### src/rtl/mmu_pkg.sv
// Shared definitions for the 68k-style MMU TLB: controller states, function-code
// and PTE field positions, and default geometry.
package mmu_pkg;

    localparam int VPN_W_DEF  = 12;
    localparam int PPN_W_DEF  = 16;
    localparam int TASK_W_DEF = 4;
    localparam int DEPTH_DEF  = 4;

    localparam int FC_SUP_BIT  = 2;
    localparam int PTE_PPN_LSB = 0;

    typedef enum logic [1:0] {
        IDLE  = 2'd0,
        FETCH = 2'd1,
        RESP  = 2'd2
    } tlb_state_e;

    // The present flag sits directly above the PPN field.
    function automatic int pte_present_bit(input int ppn_w);
        return PTE_PPN_LSB + ppn_w;
    endfunction

endpackage

### src/rtl/mmu_tlb_cam.sv
// Fully associative tag/PPN store with single-cycle parallel match,
// one write port and a flush-all that clears every valid bit.
module mmu_tlb_cam
    import mmu_pkg::*;
#(
    parameter int TAG_W = TASK_W_DEF + VPN_W_DEF,
    parameter int PPN_W = PPN_W_DEF,
    parameter int DEPTH = DEPTH_DEF,
    parameter int IDX_W = $clog2(DEPTH)
) (
    input  logic             clk,
    input  logic             rst_n,
    input  logic [TAG_W-1:0] lookup_tag,
    output logic             hit,
    output logic [IDX_W-1:0] hit_idx,
    output logic [PPN_W-1:0] hit_ppn,
    output logic [DEPTH-1:0] valid,
    input  logic             wr_en,
    input  logic [IDX_W-1:0] wr_idx,
    input  logic [TAG_W-1:0] wr_tag,
    input  logic [PPN_W-1:0] wr_ppn,
    input  logic             flush_all
);

    logic [TAG_W-1:0] tag_mem [DEPTH];
    logic [PPN_W-1:0] ppn_mem [DEPTH];
    logic [DEPTH-1:0] valid_reg;
    logic [DEPTH-1:0] match;

    generate
        for (genvar gi = 0; gi < DEPTH; gi++) begin : g_match
            assign match[gi] = valid_reg[gi] && (tag_mem[gi] == lookup_tag);
        end
    endgenerate

    // Lowest matching index wins; only one entry should ever match.
    always_comb begin
        hit_idx = '0;
        hit_ppn = '0;
        for (int i = DEPTH - 1; i >= 0; i--) begin
            if (match[i]) begin
                hit_idx = IDX_W'(i);
                hit_ppn = ppn_mem[i];
            end
        end
    end

    assign hit   = |match;
    assign valid = valid_reg;

    always_ff @(posedge clk or negedge rst_n) begin
        if (!rst_n) begin
            valid_reg <= '0;
        end else if (flush_all) begin
            valid_reg <= '0;
        end else if (wr_en) begin
            valid_reg[wr_idx] <= 1'b1;
        end
    end

    always_ff @(posedge clk) begin
        if (wr_en) begin
            tag_mem[wr_idx] <= wr_tag;
            ppn_mem[wr_idx] <= wr_ppn;
        end
    end

endmodule

### src/rtl/mmu_tlb.sv
// Translation controller: supervisor bypass, TLB lookup, page-table fetch on miss,
// victim selection (lowest free, else round-robin) and a held response handshake.
module mmu_tlb
    import mmu_pkg::*;
#(
    parameter int VPN_W  = VPN_W_DEF,
    parameter int PPN_W  = PPN_W_DEF,
    parameter int TASK_W = TASK_W_DEF,
    parameter int DEPTH  = DEPTH_DEF
) (
    input  logic                    clk,
    input  logic                    rst_n,
    input  logic                    req_valid,
    output logic                    req_ready,
    input  logic [VPN_W-1:0]        req_vpn,
    input  logic [2:0]              req_fc,
    input  logic [TASK_W-1:0]       req_task,
    input  logic [PPN_W-VPN_W-1:0]  sup_base,
    input  logic                    flush,
    output logic                    tbl_req,
    output logic [TASK_W+VPN_W-1:0] tbl_addr,
    input  logic                    tbl_ack,
    input  logic [PPN_W:0]          tbl_data,
    output logic                    resp_valid,
    input  logic                    resp_ready,
    output logic [PPN_W-1:0]        resp_ppn,
    output logic                    resp_fault,
    output logic [15:0]             hit_count
);

    localparam int IDX_W       = $clog2(DEPTH);
    localparam int TAG_W       = TASK_W + VPN_W;
    localparam int PRESENT_BIT = pte_present_bit(PPN_W);

    tlb_state_e       state_reg, state_next;
    logic             alive_reg;
    logic [TAG_W-1:0] tbl_addr_reg;
    logic [PPN_W-1:0] resp_ppn_reg;
    logic             resp_fault_reg;
    logic             flush_seen_reg;
    logic [IDX_W-1:0] rr_reg;
    logic [15:0]      hit_count_reg;

    logic             accept;
    logic             is_sup;
    logic [TAG_W-1:0] lookup_tag;
    logic             cam_hit;
    logic [IDX_W-1:0] cam_hit_idx_unused;
    logic [PPN_W-1:0] cam_hit_ppn;
    logic [DEPTH-1:0] cam_valid;
    logic             ack_fetch;
    logic             pte_present;
    logic             install;
    logic             free_found;
    logic [IDX_W-1:0] free_idx;
    logic [IDX_W-1:0] victim_idx;

    // alive_reg keeps req_ready low until the first edge after reset release.
    assign req_ready   = alive_reg && (state_reg == IDLE);
    assign accept      = req_valid && req_ready;
    assign is_sup      = req_fc[FC_SUP_BIT];
    assign lookup_tag  = {req_task, req_vpn};
    assign ack_fetch   = (state_reg == FETCH) && tbl_ack;
    assign pte_present = tbl_data[PRESENT_BIT];
    assign install     = ack_fetch && pte_present && !flush_seen_reg && !flush;

    assign tbl_req    = (state_reg == FETCH);
    assign tbl_addr   = tbl_addr_reg;
    assign resp_valid = (state_reg == RESP);
    assign resp_ppn   = resp_ppn_reg;
    assign resp_fault = resp_fault_reg;
    assign hit_count  = hit_count_reg;

    mmu_tlb_cam #(
        .TAG_W(TAG_W),
        .PPN_W(PPN_W),
        .DEPTH(DEPTH),
        .IDX_W(IDX_W)
    ) u_cam (
        .clk       (clk),
        .rst_n     (rst_n),
        .lookup_tag(lookup_tag),
        .hit       (cam_hit),
        .hit_idx   (cam_hit_idx_unused),
        .hit_ppn   (cam_hit_ppn),
        .valid     (cam_valid),
        .wr_en     (install),
        .wr_idx    (victim_idx),
        .wr_tag    (tbl_addr_reg),
        .wr_ppn    (tbl_data[PTE_PPN_LSB +: PPN_W]),
        .flush_all (flush)
    );

    always_comb begin
        free_found = 1'b0;
        free_idx   = '0;
        for (int i = DEPTH - 1; i >= 0; i--) begin
            if (!cam_valid[i]) begin
                free_found = 1'b1;
                free_idx   = IDX_W'(i);
            end
        end
        victim_idx = free_found ? free_idx : rr_reg;
    end

    always_comb begin
        state_next = state_reg;
        case (state_reg)
            IDLE:    if (accept) state_next = (is_sup || cam_hit) ? RESP : FETCH;
            FETCH:   if (tbl_ack) state_next = RESP;
            RESP:    if (resp_ready) state_next = IDLE;
            default: state_next = IDLE;
        endcase
    end

    always_ff @(posedge clk or negedge rst_n) begin
        if (!rst_n) begin
            state_reg <= IDLE;
        end else begin
            state_reg <= state_next;
        end
    end

    always_ff @(posedge clk or negedge rst_n) begin
        if (!rst_n) begin
            alive_reg      <= 1'b0;
            tbl_addr_reg   <= '0;
            resp_ppn_reg   <= '0;
            resp_fault_reg <= 1'b0;
            flush_seen_reg <= 1'b0;
            rr_reg         <= '0;
            hit_count_reg  <= '0;
        end else begin
            alive_reg <= 1'b1;
            if (state_reg == IDLE && accept) begin
                if (is_sup) begin
                    resp_ppn_reg   <= {sup_base, req_vpn};
                    resp_fault_reg <= 1'b0;
                end else if (cam_hit) begin
                    resp_ppn_reg   <= cam_hit_ppn;
                    resp_fault_reg <= 1'b0;
                    if (hit_count_reg != 16'hFFFF) begin
                        hit_count_reg <= hit_count_reg + 16'd1;
                    end
                end else begin
                    tbl_addr_reg   <= lookup_tag;
                    flush_seen_reg <= 1'b0;
                end
            end
            if (state_reg == FETCH && flush) begin
                flush_seen_reg <= 1'b1;
            end
            if (ack_fetch) begin
                resp_ppn_reg   <= pte_present ? tbl_data[PTE_PPN_LSB +: PPN_W] : '0;
                resp_fault_reg <= !pte_present;
            end
            // The pointer only moves when it actually chose the victim.
            if (install && !free_found) begin
                rr_reg <= rr_reg + IDX_W'(1);
            end
        end
    end

endmodule

### config.mk
export PLATFORM = sky130hd
export DESIGN_NAME = mmu_tlb
export DESIGN_NICKNAME = d
export VERILOG_FILES = /design/src/rtl/mmu_pkg.sv /design/src/rtl/mmu_tlb_cam.sv /design/src/rtl/mmu_tlb.sv
export SDC_FILE = /design/constraint.sdc
export NUM_CORES = 1
export LEC_CHECK = 0
export ABC_AREA = 1
export ABC_CLOCK_PERIOD_IN_PS = 5100
export CAP_MARGIN = 30
export CORE_MARGIN = 4
export CORE_UTILIZATION = 50
export CTS_CLUSTER_SIZE = 24
export DETAILED_ROUTE_END_ITERATION = 8
export PLACE_DENSITY_LB_ADDON = 0.2
export SYNTH_ARGS = -nofsm -noshare
export SYNTH_HDL_FRONTEND = slang
export SYNTH_SLANG_ARGS = --single-unit
### constraint.sdc
create_clock -name clk -period 5.1 [get_ports clk]
set_input_delay 1.02 -clock clk [delete_from_list [all_inputs] [get_ports clk]]
set_output_delay 1.02 -clock clk [all_outputs]
set_load 0.005 [all_outputs]
==> flow_summary.ini <==
[clock_tree]
clk_latency_ps = 440
h-tree-depth = 4
cts.clk_slew.worst_paths_ps = 70
postCtsSetupBuffers = 0
cts-root-buf = clkbuf_16
cts_made_buffers = 17
clock-sinks = 187
cts_resized = 0
cts_max_path_buffers = 2
cts_tree = done
ctsHoldBuffers = 0

[critical_path]
crit_fanout = 32
cp-start-kind = input port
reg2reg_slack_ps = 2390
criticalPathCategory = in2reg
worstReg2RegEnd = tbl_addr[14]
path_cells = clkdlybuf4s50_1 -> inv_1 -> nand2_1 -> nand2_1 -> nor2_1 -> nand3_1 -> nor2_1 -> nand2_2 -> nand2_4 -> nor2_2 -> nand2_1 -> buf_4 -> mux2_2
crit_required_ps = 5420
rr_worst_depth = 9
endpoint_kind = flop
path_buf_inv = 3
arrival_ps = 4100
path_delay_family = simple AND/OR/NAND/NOR gates
slowest_delay_ps = 780
rr_startpoint = u_cam.tag_mem[1][12]
cp_slowest_cell = clkdlybuf4s50_1
crit_path_frequent_cell = nand2_1

[logic_synthesis]
synth.distinct_cells = 47
ys_seq_area_share_pct = 54.4
synth_edf_count = 128
synthFlopType = edfxtp_1
synth-async-reset-ratio_pct = 31.6
netlist.area_leader.share_pct = 39.3
syn_nets = 1195
synthCells = 1148
syn_area_um2 = 9780
yosysWarnings = 0
yosys-top-cells-area = edfxtp_1 39%, dfrtp_1 15%, nand2_1 12%
synth.largest_area_cell = edfxtp_1
syn_avg_cell_area_um2 = 8.52
ys_ff_latch = 187

[global_route]
grt_pass1_wl_um = 43400
grt_pass1_vias = 7965
grt_usage_pct = 25.7
grt_max_degree = 60
antenna_found_initial = 0
grt_overflow = 0

[sta]
finalSetupViolCount = 0
worstMarginPinSlew_ps = 841
finalHoldViolations = 0
tns_ps = 0
period_minus_slack_ps = 3780
max_freq_mhz = 265
clock_skew_ps = 8.02
rsz0062_at_grt = false
timing.final.crit_share_pct = 74.1
maxSlewViolCount = 0
slew_headroom_pct = 44.0

[route]
avgRoutedWirePerCell_um = 18.1
dr.pass1.iters = 5
routed_via_density = 5.36
routed_wl_um = 27400
ant_nets = 0
remaining_drc_errors = 0
drtIter0Drc = 738
vias = 8131

[floorplan]
fp.dieH_um = 148
dieArea_um2 = 21900
die_w_um = 148
ioPinCount = 98
core_area_um2 = 19000
std_cell_rows = 50
start_util_pct = 51.6

[min_path]
min_delay_worst_endpoint = rr_reg[1]
whs_path_depth = 1
min_path_type = reg2reg
min-delay-start = rr_reg[1]

[place]
dp.cells = 1484
gp_routability_congestion = 0.946
portBuffers = 95
place_area_um2 = 11000
dp_hpwl_um = 19500

[cells_and_area]
layout-drive-gt1-share_pct = 9.08
layout_common_cells = 309 x nand2_1, 191 x nor2_1, 128 x edfxtp_1
stdcell_area_um2 = 11600
mostFrequentLayoutCell = nand2_1
antenna_cells = 0
utilization_pct = 61.5
stdcell_count = 1516
final_nets = 1290
area_delta_synth_final_pct = 19.1
reg_top3 = u_cam.ppn_mem: 64 flops, u_cam.tag_mem: 64 flops

[run]
cap_violations = 0

[pwr]
ir_drop_mv = 0.250
p_per_area_nw_per_um2 = 335
leakage_nw = 5.06

[run_status]
outcome = finished clean
[logic make-up after synthesis]
family	synth area share, %
simple gates	30.7
other cells	0.0383
xor+xnor	3.13
compound gates	4.21
mux	0.230
flops	54.4
buf+inv	7.12
fa+ha+maj	0.128
[synth_stat cells (3+ instances only)]
master,count
nand2_1,309
nand3_1,34
a21oi_2,9
a21oi_1,11
dfrtp_1,59
inv_2,14
buf_4,4
clkbuf_1,8
o21ai_0,43
buf_2,14
nor2_1,194
xnor2_1,18
xor2_1,17
nor4_1,6
or2_2,16
nand4_1,64
nor2_4,4
inv_1,123
nand3b_1,3
nand2_2,4
edfxtp_1,128
nor2_2,11
nor3_1,20
nor3b_1,4
[worst max-delay path by stage]
stage	from	end	slack (ps)	cells after the start
floorplan	tbl_data[16]	u_cam.ppn_mem[0][0]	810	5
global placement	req_vpn[2]	tbl_addr[14]	990	13
detailed placement	req_vpn[2]	tbl_addr[14]	940	13
CTS	req_vpn[2]	tbl_addr[14]	1380	13
global route	req_vpn[2]	tbl_addr[14]	1150	13
finish	req_vpn[2]	tbl_addr[14]	1320	13
[power breakdown]
group / leakage [nW] / switching (W) / internal, W
sequential: 1.90 / 0.000119 / 0.00180
combinational: 2.88 / 0.000307 / 0.000300
clock: 0.288 / 0.000590 / 0.000785
total: 5.06 / 0.00102 / 0.00289
[metal layers]
layer / up-vias / global-route usage, % / routed length, um
li1: 3923 / - / -
met2: 309 / 43.0 / 13200
met1: 3861 / 35.5 / 12000
met3: 38 / 3.62 / 1700
met5: - / 0 / 0
met4: 0 / 7.11 / 507
[area by class of cell]
cell class	count	area [um2]
Timing Repair Buffer	107	1080
Fill cell	1636	7310
Tap cell	260	325
Clock buffer	18	439
Sequential cell	187	5320
Clock inverter	14	169
Inverter	138	523
Multi-Input combinational cell	792	3790
[through the flow]
step / power [W] / worst slack (ps) / hold WS, ps
2_1_floorplan: 0.00220 / 808 / 442
3_3_place_gp: 0.00254 / 992 / 458
3_5_place_dp: 0.00256 / 941 / 459
4_1_cts: 0.00391 / 1380 / 476
5_1_grt: 0.00406 / 1150 / 504
6_report: 0.00390 / 1320 / 478
Power figures use the tool's default switching activity.
